$ cat src/rtl/mem_pkg.sv
// Shared definitions for the memory access unit: request size encodings,
// FSM state encoding, lane geometry and the alignment-error rule.
package mem_pkg;

    localparam int LANE_W = 8;
    localparam int DATA_W = 32;
    localparam int HALF_W = 2 * LANE_W;

    localparam logic [1:0] SZ_BYTE = 2'b00;
    localparam logic [1:0] SZ_HALF = 2'b01;
    localparam logic [1:0] SZ_WORD = 2'b10;
    localparam logic [1:0] SZ_RSVD = 2'b11;

    typedef enum logic [1:0] {
        ST_IDLE   = 2'b00,
        ST_ACCESS = 2'b01,
        ST_WRITE  = 2'b10,
        ST_RESP   = 2'b11
    } state_e;

    // A half must sit on an even byte, a word on a word boundary, and the
    // reserved size code is never legal.
    function automatic logic isMisaligned(input logic [1:0] size, input logic [1:0] offset);
        logic bad;
        bad = 1'b0;
        case (size)
            SZ_HALF: bad = offset[0];
            SZ_WORD: bad = (offset != 2'b00);
            SZ_RSVD: bad = 1'b1;
            default: bad = 1'b0;
        endcase
        return bad;
    endfunction

endpackage

$ cat src/rtl/mem_access_unit_if.sv
// CPU request/response channel plus the DRAM port of the memory access unit.
// The unit connects through the slave modport; the CPU/DRAM side uses master.
interface mem_access_unit_if
    import mem_pkg::*;
#(
    parameter int ADDR_WIDTH = 32
) ();

    logic                  req_valid;
    logic                  req_ready;
    logic                  req_write;
    logic [1:0]            req_size;
    logic                  req_unsigned;
    logic [ADDR_WIDTH-1:0] req_addr;
    logic [DATA_W-1:0]     req_wdata;

    logic                  resp_valid;
    logic [DATA_W-1:0]     resp_rdata;
    logic                  resp_error;

    logic [ADDR_WIDTH-1:0] mem_addr;
    logic [DATA_W-1:0]     mem_wdata;
    logic                  mem_we;
    logic [DATA_W-1:0]     mem_rdata;

    modport slave (
        input  req_valid, req_write, req_size, req_unsigned, req_addr, req_wdata,
        output req_ready,
        output resp_valid, resp_rdata, resp_error,
        output mem_addr, mem_wdata, mem_we,
        input  mem_rdata
    );

    modport master (
        output req_valid, req_write, req_size, req_unsigned, req_addr, req_wdata,
        input  req_ready,
        input  resp_valid, resp_rdata, resp_error,
        input  mem_addr, mem_wdata, mem_we,
        output mem_rdata
    );

endinterface

$ cat src/rtl/mem_lane_align.sv
// Combinational lane steering for the memory access unit. Extracts and
// extends the addressed byte/half of a DRAM word for loads, and merges
// right-justified store data into that word for stores. Reserved size is
// handled as a word, and a half only looks at offset bit 1.
module mem_lane_align
    import mem_pkg::*;
(
    input  logic [1:0]        offset_i,
    input  logic [1:0]        size_i,
    input  logic              unsigned_i,
    input  logic [DATA_W-1:0] memWord_i,
    input  logic [DATA_W-1:0] storeData_i,
    output logic [DATA_W-1:0] loadData_o,
    output logic [DATA_W-1:0] mergedWord_o
);

    logic [LANE_W-1:0] byteLane;
    logic [HALF_W-1:0] halfLane;
    logic [4:0]        byteBase;
    logic [4:0]        halfBase;

    assign byteBase = {offset_i, 3'b000};
    assign halfBase = {offset_i[1], 4'b0000};
    assign byteLane = memWord_i[byteBase +: LANE_W];
    assign halfLane = memWord_i[halfBase +: HALF_W];

    // Load path: pick the addressed lane(s) and sign- or zero-extend them.
    always_comb begin
        loadData_o = memWord_i;
        case (size_i)
            SZ_BYTE: loadData_o = {{(DATA_W-LANE_W){~unsigned_i & byteLane[LANE_W-1]}}, byteLane};
            SZ_HALF: loadData_o = {{(DATA_W-HALF_W){~unsigned_i & halfLane[HALF_W-1]}}, halfLane};
            default: loadData_o = memWord_i;
        endcase
    end

    // Store path: overwrite only the addressed lane(s) of the fetched word.
    always_comb begin
        mergedWord_o = memWord_i;
        case (size_i)
            SZ_BYTE: mergedWord_o[byteBase +: LANE_W] = storeData_i[LANE_W-1:0];
            SZ_HALF: mergedWord_o[halfBase +: HALF_W] = storeData_i[HALF_W-1:0];
            default: mergedWord_o = storeData_i;
        endcase
    end

endmodule

$ cat src/rtl/mem_access_unit.sv
// Load/store front end for a word-addressed DRAM. Accepts one request at a
// time, reads the target word, and either returns the extended load data or
// writes back a merged word (read-modify-write for every store size).
// Optional feature macro: MEM_ALIGN_CHECK_EN (misaligned / reserved-size
// requests are rejected with resp_error and never touch the DRAM).
module mem_access_unit
    import mem_pkg::*;
#(
    parameter int ADDR_WIDTH = 32,
    parameter int DATA_WIDTH = 32
) (
    input  logic             clk,
    input  logic             rst,
    mem_access_unit_if.slave bus
);

    state_e                  state_q, state_d;
    logic                    write_q, write_d;
    logic [1:0]              size_q, size_d;
    logic                    isUnsigned_q, isUnsigned_d;
    logic [ADDR_WIDTH-1:0]   addr_q, addr_d;
    logic [DATA_WIDTH-1:0]   wdata_q, wdata_d;
    logic [DATA_WIDTH-1:0]   memWdata_q, memWdata_d;
    logic [DATA_WIDTH-1:0]   respRdata_q, respRdata_d;
    logic                    respError_q, respError_d;

    logic                    reqErr;
    logic [DATA_WIDTH-1:0]   alignLoad;
    logic [DATA_WIDTH-1:0]   alignMerge;

`ifdef MEM_ALIGN_CHECK_EN
    assign reqErr = isMisaligned(bus.req_size, bus.req_addr[1:0]);
`else
    assign reqErr = 1'b0;
`endif

    mem_lane_align u_align (
        .offset_i     (addr_q[1:0]),
        .size_i       (size_q),
        .unsigned_i   (isUnsigned_q),
        .memWord_i    (bus.mem_rdata),
        .storeData_i  (wdata_q),
        .loadData_o   (alignLoad),
        .mergedWord_o (alignMerge)
    );

    // State register; reset always lands in IDLE and drops any in-flight request.
    always_ff @(posedge clk) begin
        if (rst) begin
            state_q <= ST_IDLE;
        end else begin
            state_q <= state_d;
        end
    end

    // Next-state and datapath update: latch in IDLE, read in ACCESS, commit in WRITE.
    always_comb begin
        state_d      = state_q;
        write_d      = write_q;
        size_d       = size_q;
        isUnsigned_d = isUnsigned_q;
        addr_d       = addr_q;
        wdata_d      = wdata_q;
        memWdata_d   = memWdata_q;
        respRdata_d  = respRdata_q;
        respError_d  = respError_q;
        case (state_q)
            ST_IDLE: begin
                if (bus.req_valid) begin
                    write_d      = bus.req_write;
                    size_d       = bus.req_size;
                    isUnsigned_d = bus.req_unsigned;
                    addr_d       = bus.req_addr;
                    wdata_d      = bus.req_wdata;
                    respRdata_d  = '0;
                    respError_d  = reqErr;
                    state_d      = reqErr ? ST_RESP : ST_ACCESS;
                end
            end
            ST_ACCESS: begin
                if (write_q) begin
                    memWdata_d  = alignMerge;
                    respRdata_d = '0;
                    state_d     = ST_WRITE;
                end else begin
                    respRdata_d = alignLoad;
                    state_d     = ST_RESP;
                end
            end
            ST_WRITE: begin
                state_d = ST_RESP;
            end
            ST_RESP: begin
                state_d = ST_IDLE;
            end
            default: begin
                state_d = ST_IDLE;
            end
        endcase
    end

    // Request fields and response/write-data registers, all cleared by reset.
    always_ff @(posedge clk) begin
        if (rst) begin
            write_q      <= 1'b0;
            size_q       <= SZ_BYTE;
            isUnsigned_q <= 1'b0;
            addr_q       <= '0;
            wdata_q      <= '0;
            memWdata_q   <= '0;
            respRdata_q  <= '0;
            respError_q  <= 1'b0;
        end else begin
            write_q      <= write_d;
            size_q       <= size_d;
            isUnsigned_q <= isUnsigned_d;
            addr_q       <= addr_d;
            wdata_q      <= wdata_d;
            memWdata_q   <= memWdata_d;
            respRdata_q  <= respRdata_d;
            respError_q  <= respError_d;
        end
    end

    assign bus.req_ready  = (state_q == ST_IDLE);
    assign bus.resp_valid = (state_q == ST_RESP);
    assign bus.resp_rdata = respRdata_q;
    assign bus.resp_error = respError_q;
    assign bus.mem_addr   = {addr_q[ADDR_WIDTH-1:2], 2'b00};
    assign bus.mem_wdata  = memWdata_q;
    assign bus.mem_we     = (state_q == ST_WRITE) && !rst;

endmodule

$ cat src/flat_wrapper.sv
// flat-port wrapper written by rule: the top's interface ports become plain ports
module mem_access_unit_flat import mem_pkg::*;
#(
    parameter int ADDR_WIDTH = 32,
    parameter int DATA_WIDTH = 32
)
  (clk, rst, bus_req_valid, bus_req_write, bus_req_size, bus_req_unsigned, bus_req_addr, bus_req_wdata, bus_req_ready, bus_resp_valid, bus_resp_rdata, bus_resp_error, bus_mem_addr, bus_mem_wdata, bus_mem_we, bus_mem_rdata);
  mem_access_unit_if #(.ADDR_WIDTH(ADDR_WIDTH)) bus_i ();
  input  logic clk;
  input  logic rst;
  input wire logic [$bits(bus_i.req_valid)-1:0] bus_req_valid;
  input wire logic [$bits(bus_i.req_write)-1:0] bus_req_write;
  input wire logic [$bits(bus_i.req_size)-1:0] bus_req_size;
  input wire logic [$bits(bus_i.req_unsigned)-1:0] bus_req_unsigned;
  input wire logic [$bits(bus_i.req_addr)-1:0] bus_req_addr;
  input wire logic [$bits(bus_i.req_wdata)-1:0] bus_req_wdata;
  output wire logic [$bits(bus_i.req_ready)-1:0] bus_req_ready;
  output wire logic [$bits(bus_i.resp_valid)-1:0] bus_resp_valid;
  output wire logic [$bits(bus_i.resp_rdata)-1:0] bus_resp_rdata;
  output wire logic [$bits(bus_i.resp_error)-1:0] bus_resp_error;
  output wire logic [$bits(bus_i.mem_addr)-1:0] bus_mem_addr;
  output wire logic [$bits(bus_i.mem_wdata)-1:0] bus_mem_wdata;
  output wire logic [$bits(bus_i.mem_we)-1:0] bus_mem_we;
  input wire logic [$bits(bus_i.mem_rdata)-1:0] bus_mem_rdata;
  assign bus_i.req_valid = bus_req_valid;
  assign bus_i.req_write = bus_req_write;
  assign bus_i.req_size = bus_req_size;
  assign bus_i.req_unsigned = bus_req_unsigned;
  assign bus_i.req_addr = bus_req_addr;
  assign bus_i.req_wdata = bus_req_wdata;
  assign bus_req_ready = bus_i.req_ready;
  assign bus_resp_valid = bus_i.resp_valid;
  assign bus_resp_rdata = bus_i.resp_rdata;
  assign bus_resp_error = bus_i.resp_error;
  assign bus_mem_addr = bus_i.mem_addr;
  assign bus_mem_wdata = bus_i.mem_wdata;
  assign bus_mem_we = bus_i.mem_we;
  assign bus_i.mem_rdata = bus_mem_rdata;
  mem_access_unit #(.ADDR_WIDTH(ADDR_WIDTH), .DATA_WIDTH(DATA_WIDTH)) u_core (.clk(clk), .rst(rst), .bus(bus_i));
endmodule
$ cat config.mk
export PLATFORM = sky130hd
export DESIGN_NAME = mem_access_unit_flat
export DESIGN_NICKNAME = d
export VERILOG_FILES = /design/src/rtl/mem_pkg.sv /design/src/rtl/mem_access_unit_if.sv /design/src/rtl/mem_lane_align.sv /design/src/rtl/mem_access_unit.sv /design/src/flat_wrapper.sv
export SDC_FILE = /design/constraint.sdc
export NUM_CORES = 1
export LEC_CHECK = 0
export CAP_MARGIN = 20
export CORE_MARGIN = 2
export CORE_UTILIZATION = 51
export DETAILED_ROUTE_END_ITERATION = 8
export PLACE_DENSITY = 0.95
export SETUP_SLACK_MARGIN = 0.15
export SLEW_MARGIN = 5
export SYNTH_ARGS = -nofsm -noshare
export SYNTH_HDL_FRONTEND = slang
export SYNTH_SLANG_ARGS = --single-unit
$ cat constraint.sdc
create_clock -name clk -period 5.51 [get_ports clk]
set_clock_uncertainty 0.2 [all_clocks]
set_input_delay 0.551 -clock clk [delete_from_list [all_inputs] [get_ports clk]]
set_output_delay 0.551 -clock clk [all_outputs]
set_load 0.01 [all_outputs]
# Word-level counts from Yosys, hierarchy flattened
# Index checks and enable logic that the tools add are counted.
classes:
  n_addsub: 2
  n_eq_ne: 5
  shifts: 6
  n_mux: 10
  bitwise: 3
  n_reduce_logical: 8
op_table:
  columns: ["operator", "n"]
  rows:
  - ["case mux 32 bit (2 select lines)", 3]
  - ["bitwise mux 32 bit", 2]
  - ["2-to-1 mux 32 bit", 2]
  - ["variable shift 16 x 7 -> 32 bit (first input constant)", 1]
  - ["variable shift 8 x 7 -> 32 bit (first input constant)", 1]
  - ["variable part select 16 x 7 -> 32 bit", 1]
  - ["variable part select 32 x 6 -> 16 bit", 1]
  - ["variable part select 32 x 6 -> 8 bit", 1]
  - ["variable part select 8 x 7 -> 32 bit", 1]
  - ["negation 5 -> 7 bit", 2]
  - ["case mux 2 bit (4 select lines)", 1]
  - ["AND reduction 2 bit", 3]
  - ["equality test 2 x 1 -> 1 bit (second input constant)", 2]
  - ["equality test 2 bit (second input constant)", 2]
  - ["logical NOT 2 bit", 2]
  - ["bitwise AND 1 bit", 2]
  - ["2-to-1 mux 2 bit", 1]
  - ["!= test 2 bit (second input constant)", 1]
  - ["nonzero test 2 bit", 1]
  - ["logical AND 1 bit", 1]
  - ["logical NOT 1 bit", 1]
  - ["2-to-1 mux 1 bit", 1]
  - ["inverter 1 bit", 1]
totals:
  ff_bits: 134
  input_bits: 103

# Logic depth before layout (Yosys ltp)
# Gate-level depths: netlist (run 1).
logic_depth:
  word_depth: 5
  ltp_mapped: 9
  mapped_depth_nobuf: 6

# Cells and area by module
# Synthesis (run 1) repeated with hierarchy kept, for this count alone.
hier_totals:
  cells_unflattened: 887
  area_unflattened_um2: 7005.5
by_module_without_submodules:
  columns: ["mod", "n_inst", "cells_per_inst", "area_each_um2"]
  rows:
  - ["mem_access_unit", 1, 631, 5029.8]
  - ["mem_lane_align", 1, 256, 1975.6]

# Worst setup path before layout (run 1)
# No wires, ideal clock.
synth_path:
  kind: "register to register"
  from: "register u_core.addr_q[0]"
  to: "register u_core.memWdata_q[16], in the netlist u_core.bus.mem_wdata[16]"
  setup_ps: 132
  arrival_time_ps: 2055
  required_time_ps: 5178
  slack_ps: 3123
  stages_incl_launch_ff: 10
  n_path_buf: 3
  synth_period_minus_slack_ps: 2387
  cell_sequence: "dfxtp_1 > buf_2 > buf_2 > inv_1 > ha_1 > nor4bb_1 > clkbuf_1 > a221o_1 > a221oi_1 > nor3_1"
synth_via:
  elab_chain_cells: 4
synth_rtl:
  columns: ["item", "line", "text"]
  rows:
  - ["from (decl)", "mem_access_unit.sv:21", "logic [ADDR_WIDTH-1:0] addr_q, addr_d;"]
  - ["from (signal assigned)", "mem_access_unit.sv:117", "addr_q <= addr_d;"]
  - ["negation 5 -> 7 bit *", "mem_lane_align.sv:41", "SZ_BYTE: mergedWord_o[byteBase +: LANE_W] = storeData_i[LANE_W-1:0];"]
  - ["variable part select 8 x 7 -> 32 bit / variable shift 8 x 7 -> 32 bit (equally long branches)", "mem_lane_align.sv:41", null]
  - ["bitwise mux 32 bit *", "mem_lane_align.sv:41", null]
  - ["case mux 32 bit (2 select lines) *", "mem_lane_align.sv:40", "case (size_i)"]
  - ["to (signal assigned)", "mem_access_unit.sv:119", "memWdata_q <= memWdata_d;"]
  - ["to (decl)", "mem_access_unit.sv:23", "logic [DATA_WIDTH-1:0] memWdata_q, memWdata_d;"]
# Mark *: on every way between the ends. The rest lies on a longest branch, timed or not.
# A chain may end at the register's enable or synchronous reset.

# Worst setup path in the final report (run 1)
layout_path:
  from: "register u_core.addr_q[0]"
  to: "register u_core.memWdata_q[30], in the netlist u_core.bus.mem_wdata[30]"
# The elaborated chain is that of the path after synthesis.

==> reports/qor.csv, run 1 <==
metric,value,unit
post-route cell area,8800,um^2
starting DRC count in detailed routing,844,
Starting Density,0.518,
highest signal layer in the routed design,met4,
CP max FO,19,
number of gates resized after CTS,0,
power density of the placed cells,409,nW/um^2
period utilisation layout,0.560,
"EDFF count, synth",0,
total of flip-flops plus latches after synthesis,134,
Net Switching,1.20,mW
detailed-routed wire length on met3,2670,um
Levels on crit path,7,
router iterations before antenna repair,5,
final routed wire length divided by cell count,19.5,um
TritonCTS clock tree,built,
Total Routed Length,21000,um
number of buffers created by CTS,17,
top-count cell post-synth,sky130_fd_sc_hd__nand2_1,
half-perimeter wire length of the detailed placement result,14800,um
post-synth top area share,0.415,
first-pass GRT wire length,32000,um
clk sinks,134,
count of endpoints failing hold in the final timing report,0,
Crit path largest cell delay,0.83,ns
Leak,3.19,nW
quantity of I/O buffers inserted on ports,199,
number of antenna violations at the first check in global routing,0,
n_diodes,0,
cell area after technology mapping,6460,um^2
I/O Pins,203,
clock latency reported for the late side of the worst-skew pair,0.42,ns
Post-Synthesis Cells,764,
share of async-settable or async-resettable flops after synthesis,0,
Avg Inst Size Synth,8.45,um^2
transition at the pin with the smallest max-transition slack,1.05,ns
startpoint type of the worst setup path,register,
layout cell share with drive strength beyond 1,0.0686,
CTS H-Tree Depth,4,
buffer depth of the longest clock path,2,
post-synthesis cell type count,45,
post-synthesis cell type with the largest combined area,sky130_fd_sc_hd__dfxtp_1,
maximum clock frequency,0.324,GHz
Overall Global Routing Usage,0.310,
FF-to-FF setup slack,2.42,ns
count of placed standard cells including taps,1044,
last element of the critical path,u_core.bus.mem_wdata[30]$_SDFFE_PP0P_,
number of slew-limit violations in the final report,0,
met2 wire length,9310,um
worst slew slack as a fraction of its limit,0.298,
placed standard-cell area,8210,um^2
ranking of synthesized cells by instance count,"sky130_fd_sc_hd__nand2_1 (153), sky130_fd_sc_hd__dfxtp_1 (134), sky130_fd_sc_hd__a21oi_1 (86)",
final worst path period need,3.09,ns
vias in the first global route,6204,
Comb pwr share,0.339,
Clock Power Share,0.292,
placement row count,41,
number of antenna-violating nets in the routed design,0,
sum of negative setup slack,0,ns
ys flop type,sky130_fd_sc_hd__dfxtp_1,
switching share of power,0.334,
reg-to-reg critical path endpoint,u_core.bus.mem_wdata[30]$_SDFFE_PP0P_,
count of hold-fix buffers inserted at cts,0,
clock transition at the register clock pins on the worst setup and hold paths after CTS,0.05,ns
relative area change from synthesis to final layout,36.3,%
largest net degree at the start of global routing,65,
cell type group with the largest total delay on the critical path,flip-flops,
launching point of the worst reg2reg path,u_core.addr_q[0]$_SDFFE_PP0P_,
cell chain of the critical path,"inv_1, ha_1, nor4bb_1, clkdlybuf4s18_2, a221o_1, a221oi_1, nor3_1",
number of warnings printed during yosys synthesis,0,
slowest cell on the critical path,sky130_fd_sc_hd__dfxtp_1,
Metal-1 WL,7740,um
classification of the worst-slack hold path,reg2reg,
final setup violating endpoints,0,
final net count,1005,
element type at the critical path end,register,
WS Path Type,reg2reg,
first element of the critical path,u_core.addr_q[0]$_SDFFE_PP0P_,
DRC violation count after routing,0,
Layout Cells excl Fill,1076,
placeable core area,12500,um^2
worst path required time,5.65,ns
Die X,117,um
synth top area cells,"sky130_fd_sc_hd__dfxtp_1 (42%), sky130_fd_sc_hd__nand2_1 (8.9%), sky130_fd_sc_hd__a21oi_1 (6.7%)",
CTS Root Cell,sky130_fd_sc_hd__clkbuf_16,
Worst VDD drop,0.261,mV
die footprint,13600,um^2
Via-to-Cell Ratio,6.04,
post-CTS repair timing setup buffer count,0,
Internal Pwr Total,2.40,mW
worst reg-to-reg path cell count,7,
total number of vias,6495,
status,"finished, final reports clean",
unrepaired setup endpoints after global routing,no,
arrival time of the worst setup path,3.23,ns
proportion of power drawn by flip-flops and latches,0.369,
GRT overflow,0,
total of max-cap violations,0,
buffers plus inverters on the worst setup path,2,
height of the die,117,um
placer's final routability congestion estimate,0.922,
fill count,908,
proportion of synthesized chip area in sequential cells,0.415,
-- power groups by stage --
stage / combinational (mW) / clock [mW] / sequential, mW
2_1_floorplan: 0.751 / 0 / 1.31
6_report: 1.22 / 1.05 / 1.33
5_1_grt: 1.33 / 1.10 / 1.35
3_5_place_dp: 1.17 / 0 / 1.36
4_1_cts: 1.18 / 1.06 / 1.34
3_3_place_gp: 1.14 / 0 / 1.35
-- final cells by class --
class	count	area, um^2	area share
Timing Repair Buffer	209	2100	0.239
Sequential cell	134	2690	0.305
Inverter	17	63.8	0.00725
Clock buffer	26	499	0.0567
Multi-Input combinational cell	514	3190	0.363
Tap cell	172	215	0.0244
Clock inverter	4	45.0	0.00512
-- metrics by stage --
step | total power [mW] | util | hold slack [ns] | worst slack, ns
after CTS | 3.59 | 0.702 | 0.248 | 2.46
after global placement | 2.49 | 0.658 | 0.236 | 2.32
after detailed placement | 2.54 | 0.659 | 0.241 | 2.50
after global routing | 3.78 | 0.706 | 0.269 | 2.19
after floorplan | 2.06 | - | 0.236 | 3.12
final | 3.60 | 0.706 | 0.247 | 2.42
-- placed cells by master, fill, tap and decap left out, drive strengths merged, types with 8 or more instances in the layout --
| cell | n |
|---|---|
| clkdlybuf4s50 | 198 |
| nand2 | 153 |
| dfxtp | 134 |
| a21oi | 87 |
| nor2 | 43 |
| a221o | 39 |
| nor3 | 33 |
| a221oi | 32 |
| clkbuf | 26 |
| a22o | 22 |
| mux2i | 19 |
| inv | 17 |
| o22ai | 13 |
| buf | 10 |
| o21ai | 10 |
| ha | 9 |
| a211oi | 8 |
-- flip-flops by register name (all words and copies together), names as in the netlist --
signal and cells:
u_core.write_q 1, u_core.bus.resp_rdata 32, u_core.bus.mem_wdata 32, u_core.wdata_q 32, u_core.addr_q 32, u_core.state_q 2, u_core.isUnsigned_q 1, u_core.size_q 2
-- tightest hold or removal path, delay by kind of cell (launching register included) --
family / cells / cell delay [ns]
flops: 1 / 0.31
compound gates: 1 / 0.05
simple gates: 1 / 0.05
-- cells by family (layout without fill, tap and decap cells) --
| family | Yosys count | after routing | share of synthesized area |
|---|---|---|---|
| AO/OA/AOI/OAI | 226 | 226 | 0.253 |
| AND/OR/NAND/NOR | 249 | 249 | 0.165 |
| flip-flops | 134 | 134 | 0.415 |
| adder cells (fa/ha/maj) | 9 | 9 | 0.0174 |
| buffers and inverters | 118 | 256 | 0.0926 |
| multiplexers | 27 | 27 | 0.0562 |
| other | 1 | 3 | 0.000581 |
-- worst min path at each step --
stage,from,to,slack [ns],cells past startpoint
final,u_core.bus.resp_rdata[4]$_SDFFE_PP0P_,u_core.bus.resp_rdata[4]$_SDFFE_PP0P_,0.25,2
after global routing,u_core.bus.resp_rdata[4]$_SDFFE_PP0P_,u_core.bus.resp_rdata[4]$_SDFFE_PP0P_,0.27,2
after CTS,u_core.bus.resp_rdata[3]$_SDFFE_PP0P_,u_core.bus.resp_rdata[3]$_SDFFE_PP0P_,0.25,2
after detailed placement,u_core.bus.resp_rdata[3]$_SDFFE_PP0P_,u_core.bus.resp_rdata[3]$_SDFFE_PP0P_,0.24,2
after global placement,u_core.bus.resp_rdata[0]$_SDFFE_PP0P_,u_core.bus.resp_rdata[0]$_SDFFE_PP0P_,0.24,2
after floorplan,u_core.wdata_q[16]$_SDFFE_PP0P_,u_core.wdata_q[16]$_SDFFE_PP0P_,0.24,2
-- metal layers --
layer | up-vias | track usage
li1 | 2986 | -
met1 | 2944 | 0.364
met2 | 457 | 0.487
met3 | 108 | 0.108
met4 | 0 | 0.192
met5 | - | 0
No activity file was read; power rests on OpenSTA's default activity.
==> run 2, diff against run 1 <==
--- a/config.mk
+++ b/config.mk
@@ -7,9 +7,9 @@
 export LEC_CHECK = 0
 export CAP_MARGIN = 20
 export CORE_MARGIN = 2
-export CORE_UTILIZATION = 51
+export CORE_UTILIZATION = 42
 export DETAILED_ROUTE_END_ITERATION = 8
-export PLACE_DENSITY = 0.95
+export PLACE_DENSITY = 0.85
 export SETUP_SLACK_MARGIN = 0.15
 export SLEW_MARGIN = 5
 export SYNTH_ARGS = -nofsm -noshare
==> constraint.sdc (replaced) <==
create_clock -name clk -period 2.8 [get_ports clk]
set_clock_uncertainty 0.2 [all_clocks]
set_input_delay 0.28 -clock clk [delete_from_list [all_inputs] [get_ports clk]]
set_output_delay 0.28 -clock clk [all_outputs]
set_load 0.01 [all_outputs]
==> run 2 against run 1 <==
  * Global-route usage down 4.9 points
  * Sequential share of layout area fell by 0.21 points
  * Combinational power rose by 96%
  * Highest routed layer unchanged
  * Total power is 96% higher
  * Critical path type unchanged
==> reports/qor.csv, run 2 (synthesis results as in run 1) <==
metric,value,unit,change
status,"finished, final reports clean",,
GRT overflow,0,,unchanged
quantity of I/O buffers inserted on ports,199,,unchanged
router iterations before antenna repair,5,,unchanged
area of the multi-input gates,3190,um^2,unchanged
buffer depth of the longest clock path,2,,unchanged
clock latency reported for the late side of the worst-skew pair,0.42,ns,about the same
Layout Cells excl Fill,1103,,+2.5%
half-perimeter wire length of the detailed placement result,15200,um,+2.8%
classification of the worst-slack hold path,in2reg,,
arrival time of the worst setup path,2.63,ns,-0.60 ns
number of antenna-violating nets in the routed design,0,,unchanged
placer's final routability congestion estimate,0.917,,-0.57%
Worst VDD drop,0.465,mV,+78%
unrepaired setup endpoints after global routing,no,,
Metal-1 WL,8260,um,+6.8%
final routed wire length divided by cell count,19.2,um,-1.3%
power density of the placed cells,798,nW/um^2,+95%
Leak,3.24,nW,+1.4%
clock transition at the register clock pins on the worst setup and hold paths after CTS,0.05,ns,about the same
placeable core area,15100,um^2,+21%
met2 wire length,9760,um,+4.9%
count of endpoints failing hold in the final timing report,0,,unchanged
CP max FO,16,,-3
placement row count,45,,+9.8%
WS Path Type,reg2reg,,
element type at the critical path end,register,,
post-CTS repair timing setup buffer count,0,,unchanged
Overall Global Routing Usage,0.262,,-0.0485
n_diodes,0,,unchanged
number of gates resized after CTS,0,,unchanged
CTS Root Cell,sky130_fd_sc_hd__clkbuf_16,,
final net count,1016,,+1.1%
sum of negative setup slack,0,ns,unchanged
count of hold-fix buffers inserted at cts,0,,unchanged
final worst path period need,2.49,ns,-0.591 ns
layout cell share with drive strength beyond 1,0.0809,,+0.0123
total of max-cap violations,0,,unchanged
number of buffers created by CTS,17,,unchanged
starting DRC count in detailed routing,905,,+7.2%
Total Routed Length,21200,um,+1.2%
I/O Pins,203,,unchanged
transition at the pin with the smallest max-transition slack,0.800,ns,-0.250 ns
TritonCTS clock tree,built,,
Seq. cell area,2690,um^2,unchanged
fill count,1299,,+43%
relative area change from synthesis to final layout,37.2,%,
DRC violation count after routing,0,,unchanged
maximum clock frequency,0.401,GHz,+24%
startpoint type of the worst setup path,register,,
number of instances on the worst hold path,2,,unchanged
most frequent standard cell in the layout excluding fill and tap cells,sky130_fd_sc_hd__clkdlybuf4s50_1,,
worst reg-to-reg path cell count,7,,unchanged
worst path required time,2.94,ns,-2.71 ns
largest net degree at the start of global routing,78,,+20%
period utilisation layout,0.891,,+0.331
die footprint,16400,um^2,+21%
Die X,128,um,+9.8%
number of slew-limit violations in the final report,0,,unchanged
vias in the first global route,6100,,-1.7%
Via-to-Cell Ratio,5.87,,-2.7%
clk sinks,134,,unchanged
Starting Density,0.428,,-0.0901
height of the die,128,um,+9.8%
CTS H-Tree Depth,4,,unchanged
highest signal layer in the routed design,met4,,
detailed-routed wire length on met3,2490,um,-6.7%
final setup violating endpoints,0,,unchanged
first-pass GRT wire length,33100,um,+3.4%
count of placed standard cells including taps,1073,,+2.8%
total number of vias,6480,,-0.23%
most frequent cells in the layout,"sky130_fd_sc_hd__clkdlybuf4s50_1 (198), sky130_fd_sc_hd__nand2_1 (152), sky130_fd_sc_hd__dfxtp_1 (131), sky130_fd_sc_hd__a21oi_1 (86), sky130_fd_sc_hd__nor2_1 (42)",,
number of antenna violations at the first check in global routing,0,,unchanged
worst slew slack as a fraction of its limit,0.466,,+0.169
-- run 2: worst paths after layout --
| path | slack (ns) | end | from |
|---|---|---|---|
| worst min register to register | 0.25 | u_core.addr_q[7]$_SDFFE_PP0P_ | u_core.addr_q[7]$_SDFFE_PP0P_ |
| worst max-delay path | 0.31 | u_core.bus.mem_wdata[24]$_SDFFE_PP0P_ | u_core.addr_q[1]$_SDFFE_PP0P_ |
| worst min-delay path | 0.04 | u_core.state_q[1]$_SDFFE_PP0P_ | rst |
| worst max register to register | 0.31 | u_core.bus.mem_wdata[24]$_SDFFE_PP0P_ | u_core.addr_q[1]$_SDFFE_PP0P_ |
-- run 2: final cells by class --
type	instances	share of cell area
clock buffers	26	0.0575
flip-flops and latches	134	0.303
clock inverters	4	0.00226
well taps	188	0.0265
multi-input cells	514	0.360
inverters	17	0.00720
repair buffers	220	0.243
-- run 2: where the power goes --
part | switching [mW] | internal [mW] | leakage (nW)
logic | 1.23 | 1.17 | 1.88
registers | 0.363 | 2.28 | 1.09
clock network | 0.798 | 1.23 | 0.266
total | 2.39 | 4.68 | 3.24
-- run 2: per-layer routing --
layer | GRT usage | vias to the layer above
met1 | 0.316 | 3026
met5 | 0 | -
met4 | 0.118 | 0
met2 | 0.416 | 387
met3 | 0.0989 | 62
li1 | - | 3005
-- run 2: worst max-delay path: stages, from the launching register on --
cell and delay [ns]:
sky130_fd_sc_hd__dfxtp_2 0.34, sky130_fd_sc_hd__buf_4 0.27, sky130_fd_sc_hd__ha_1 0.22, sky130_fd_sc_hd__nor4bb_1 0.67
sky130_fd_sc_hd__buf_2 0.29, sky130_fd_sc_hd__a221o_1 0.15, sky130_fd_sc_hd__a221oi_1 0.07, sky130_fd_sc_hd__nor3_1 0.19
-- run 2: metrics by stage --
| step | worst slack (ns) | hold slack (ns) | power [mW] | utilization | area (um^2) |
|---|---|---|---|---|---|
| finish | 0.305 | 0.0411 | 7.07 | 0.587 | 8860 |
| global route | 0.158 | 0.0449 | 7.43 | 0.587 | 8860 |
| CTS | 0.373 | 0.0274 | 7.06 | 0.587 | 8860 |
| detailed placement | 0.406 | 0.245 | 5.04 | 0.552 | 8330 |
| global placement | 0.111 | 0.236 | 4.99 | 0.552 | 8320 |
| floorplan | 0.413 | 0.216 | 4.06 | - | 6460 |
==> run 3, diff against run 2 <==
--- a/config.mk
+++ b/config.mk
@@ -6,10 +6,13 @@
 export NUM_CORES = 1
 export LEC_CHECK = 0
 export CAP_MARGIN = 20
+export CELL_PAD_IN_SITES_DETAIL_PLACEMENT = 1
+export CELL_PAD_IN_SITES_GLOBAL_PLACEMENT = 1
 export CORE_MARGIN = 2
-export CORE_UTILIZATION = 42
+export CORE_UTILIZATION = 31
 export DETAILED_ROUTE_END_ITERATION = 8
-export PLACE_DENSITY = 0.85
+export PLACE_DENSITY = 0.86
+export RECOVER_POWER = 25
 export SETUP_SLACK_MARGIN = 0.15
 export SLEW_MARGIN = 5
 export SYNTH_ARGS = -nofsm -noshare
==> constraint.sdc (replaced) <==
create_clock -name clk -period 2.8 [get_ports clk]
set_clock_uncertainty 0.2 [all_clocks]
set_input_delay 0.56 -clock clk [delete_from_list [all_inputs] [get_ports clk]]
set_output_delay 0.56 -clock clk [all_outputs]
set_load 0.01 [all_outputs]
==> run 3 against run 2 <==
  * Global-route usage is 2.9 points lower
  * Routed wire length is 21% higher
  * Die area is 34% higher
  * Total power is 6.6% higher
  * Maximum frequency fell by 0.94%
  * Clock power grew 15%
  * Count of clock-buffer cells in the layout is 6 lower
==> reports/qor.csv, run 3 (synthesis results as in run 1) <==
metric,value,unit,change
Overall Global Routing Usage,0.233,,-0.0287
power density of the placed cells,825,nW/um^2,+3.4%
element type at the critical path end,primary output,,
Via-to-Cell Ratio,5.55,,-5.6%
Final Hold Slack,0.255,ns,+0.214 ns
height of the die,148,um,+16%
number of antenna violations at the first check in global routing,0,,unchanged
router iterations before antenna repair,5,,unchanged
status,"finished, final reports clean",,
Die X,148,um,+16%
TritonCTS clock tree,built,,
largest net degree at the start of global routing,69,,-12%
CP max FO,5,,-11
n_diodes,0,,unchanged
final worst path period need,2.52,ns,+0.0236 ns
fill count,2376,,+83%
final critical-path setup slack,0.281,ns,-0.0236 ns
DRC violation count after routing,0,,unchanged
GRT overflow,0,,unchanged
relative area change from synthesis to final layout,41.4,%,
clock latency reported for the late side of the worst-skew pair,0.42,ns,about the same
Seq. cell area,2690,um^2,unchanged
placer's final routability congestion estimate,0.890,,-3.0%
number of slew-limit violations in the final report,0,,unchanged
half-perimeter wire length of the detailed placement result,18100,um,+19%
count of hold-fix buffers inserted at cts,0,,unchanged
quantity of I/O buffers inserted on ports,199,,unchanged
count of placed standard cells including taps,1159,,+8.0%
transition at the pin with the smallest max-transition slack,0.733,ns,-0.0672 ns
total number of vias,6607,,+2.0%
area of the multi-input gates,3210,um^2,+0.43%
placeable core area,20400,um^2,+35%
final net count,1020,,+0.39%
final setup violating endpoints,0,,unchanged
core utilization of the finished layout,0.448,,-0.139
classification of the worst-slack hold path,reg2reg,,
slowest cell on the critical path,sky130_fd_sc_hd__clkdlybuf4s50_1,,
Setup WS pre-CTS,0.189,ns,-0.217 ns
final routed wire length divided by cell count,21.6,um,+12%
placement row count,52,,+16%
unrepaired setup endpoints after global routing,no,,
Crit path largest cell delay,0.51,ns,-0.16 ns
cell type group with the largest total delay on the critical path,buffers and inverters,,
vias in the first global route,6942,,+14%
arrival time of the worst setup path,1.76,ns,-0.87 ns
startpoint type of the worst setup path,register,,
Total Routed Length,25700,um,+21%
Leak,3.29,nW,+1.7%
die footprint,22000,um^2,+34%
most frequent standard cell in the layout excluding fill and tap cells,sky130_fd_sc_hd__clkdlybuf4s50_1,,
starting DRC count in detailed routing,492,,-46%
count of endpoints failing hold in the final timing report,0,,unchanged
CTS H-Tree Depth,4,,unchanged
I/O Pins,203,,unchanged
Starting Density,0.317,,-0.111
worst path required time,2.04,ns,-0.90 ns
total of max-cap violations,0,,unchanged
buffers plus inverters on the worst setup path,2,,unchanged
cell chain of the critical path,"inv_1, ha_1, nor2b_1, clkdlybuf4s50_1",,
number of antenna-violating nets in the routed design,0,,unchanged
sum of negative setup slack,0,ns,unchanged
buffer depth of the longest clock path,2,,unchanged
period utilisation layout,0.899,,+0.00842
maximum clock frequency,0.397,GHz,-0.94%
number of buffers created by CTS,17,,unchanged
WS Path Type,reg2out,,
clk sinks,134,,unchanged
most frequent cells in the layout,"sky130_fd_sc_hd__clkdlybuf4s50_1 (197), sky130_fd_sc_hd__nand2_1 (152), sky130_fd_sc_hd__dfxtp_1 (131), sky130_fd_sc_hd__a21oi_1 (86), sky130_fd_sc_hd__nor2_1 (42)",,
Worst VDD drop,0.470,mV,+0.96%
clock transition at the register clock pins on the worst setup and hold paths after CTS,0.06,ns,about the same
Layout Cells excl Fill,1191,,+8.0%
first-pass GRT wire length,39600,um,+19%
worst slew slack as a fraction of its limit,0.511,,+0.0448
layout cell share with drive strength beyond 1,0.0923,,+0.0114
CTS Root Cell,sky130_fd_sc_hd__clkbuf_16,,
==> run 3: metrics by stage <==
step / power [mW] / cell area [um^2]
finish: 7.53 / 9130
global route: 7.90 / 9130
CTS: 7.56 / 9130
detailed placement: 5.19 / 8510
global placement: 5.10 / 8490
floorplan: 4.06 / 6460
==> run 3: repair_timing <==
| action | 4_1_cts | 5_1_grt |
|---|---|---|
| setup endpoints to repair | 0 | 7 |
| resized for setup | 0 | 4 |
| buffers inserted | 0 | 0 |
==> run 3: final timing paths <==
check | end | slack (ns) | cells past startpoint | startpoint
max | bus_mem_we | 0.28 | 4 | u_core.state_q[0]$_SDFFE_PP0P_
min | u_core.addr_q[8]$_SDFFE_PP0P_ | 0.25 | 2 | u_core.addr_q[8]$_SDFFE_PP0P_
max reg2reg | u_core.bus.mem_wdata[17]$_SDFFE_PP0P_ | 0.30 | 8 | u_core.addr_q[1]$_SDFFE_PP0P_
min reg2reg | u_core.addr_q[8]$_SDFFE_PP0P_ | 0.25 | 2 | u_core.addr_q[8]$_SDFFE_PP0P_
==> run 3: tightest hold or removal path, delay by kind of cell (launching register included) <==
family | cells | cell delay [ns]
simple gates | 1 | 0.05
flops | 1 | 0.30
compound gates | 1 | 0.05
==> run 3: report_power, final <==
group	switching, mW	internal [mW]	leakage, nW
sequential	0.346	2.28	1.09
clock	0.876	1.47	0.290
combinational	1.37	1.19	1.91
total	2.59	4.94	3.29
==> run 3: layout make-up <==
class | count | area share
Tap cell | 270 | 0.0370
Inverter | 17 | 0.00699
Clock buffer | 20 | 0.0511
Sequential cell | 134 | 0.294
Multi-Input combinational cell | 514 | 0.351
Clock inverter | 12 | 0.0166
Timing Repair Buffer | 224 | 0.243
==> run 3: per-layer routing <==
layer,routed length (um),global-route usage,vias up,part of all wire
met4,868,0.0910,0,0.034
met2,12400,0.391,366,0.48
met3,2670,0.0791,70,0.10
li1,-,-,3017,-
met5,0,0,-,0
met1,9790,0.275,3154,0.38
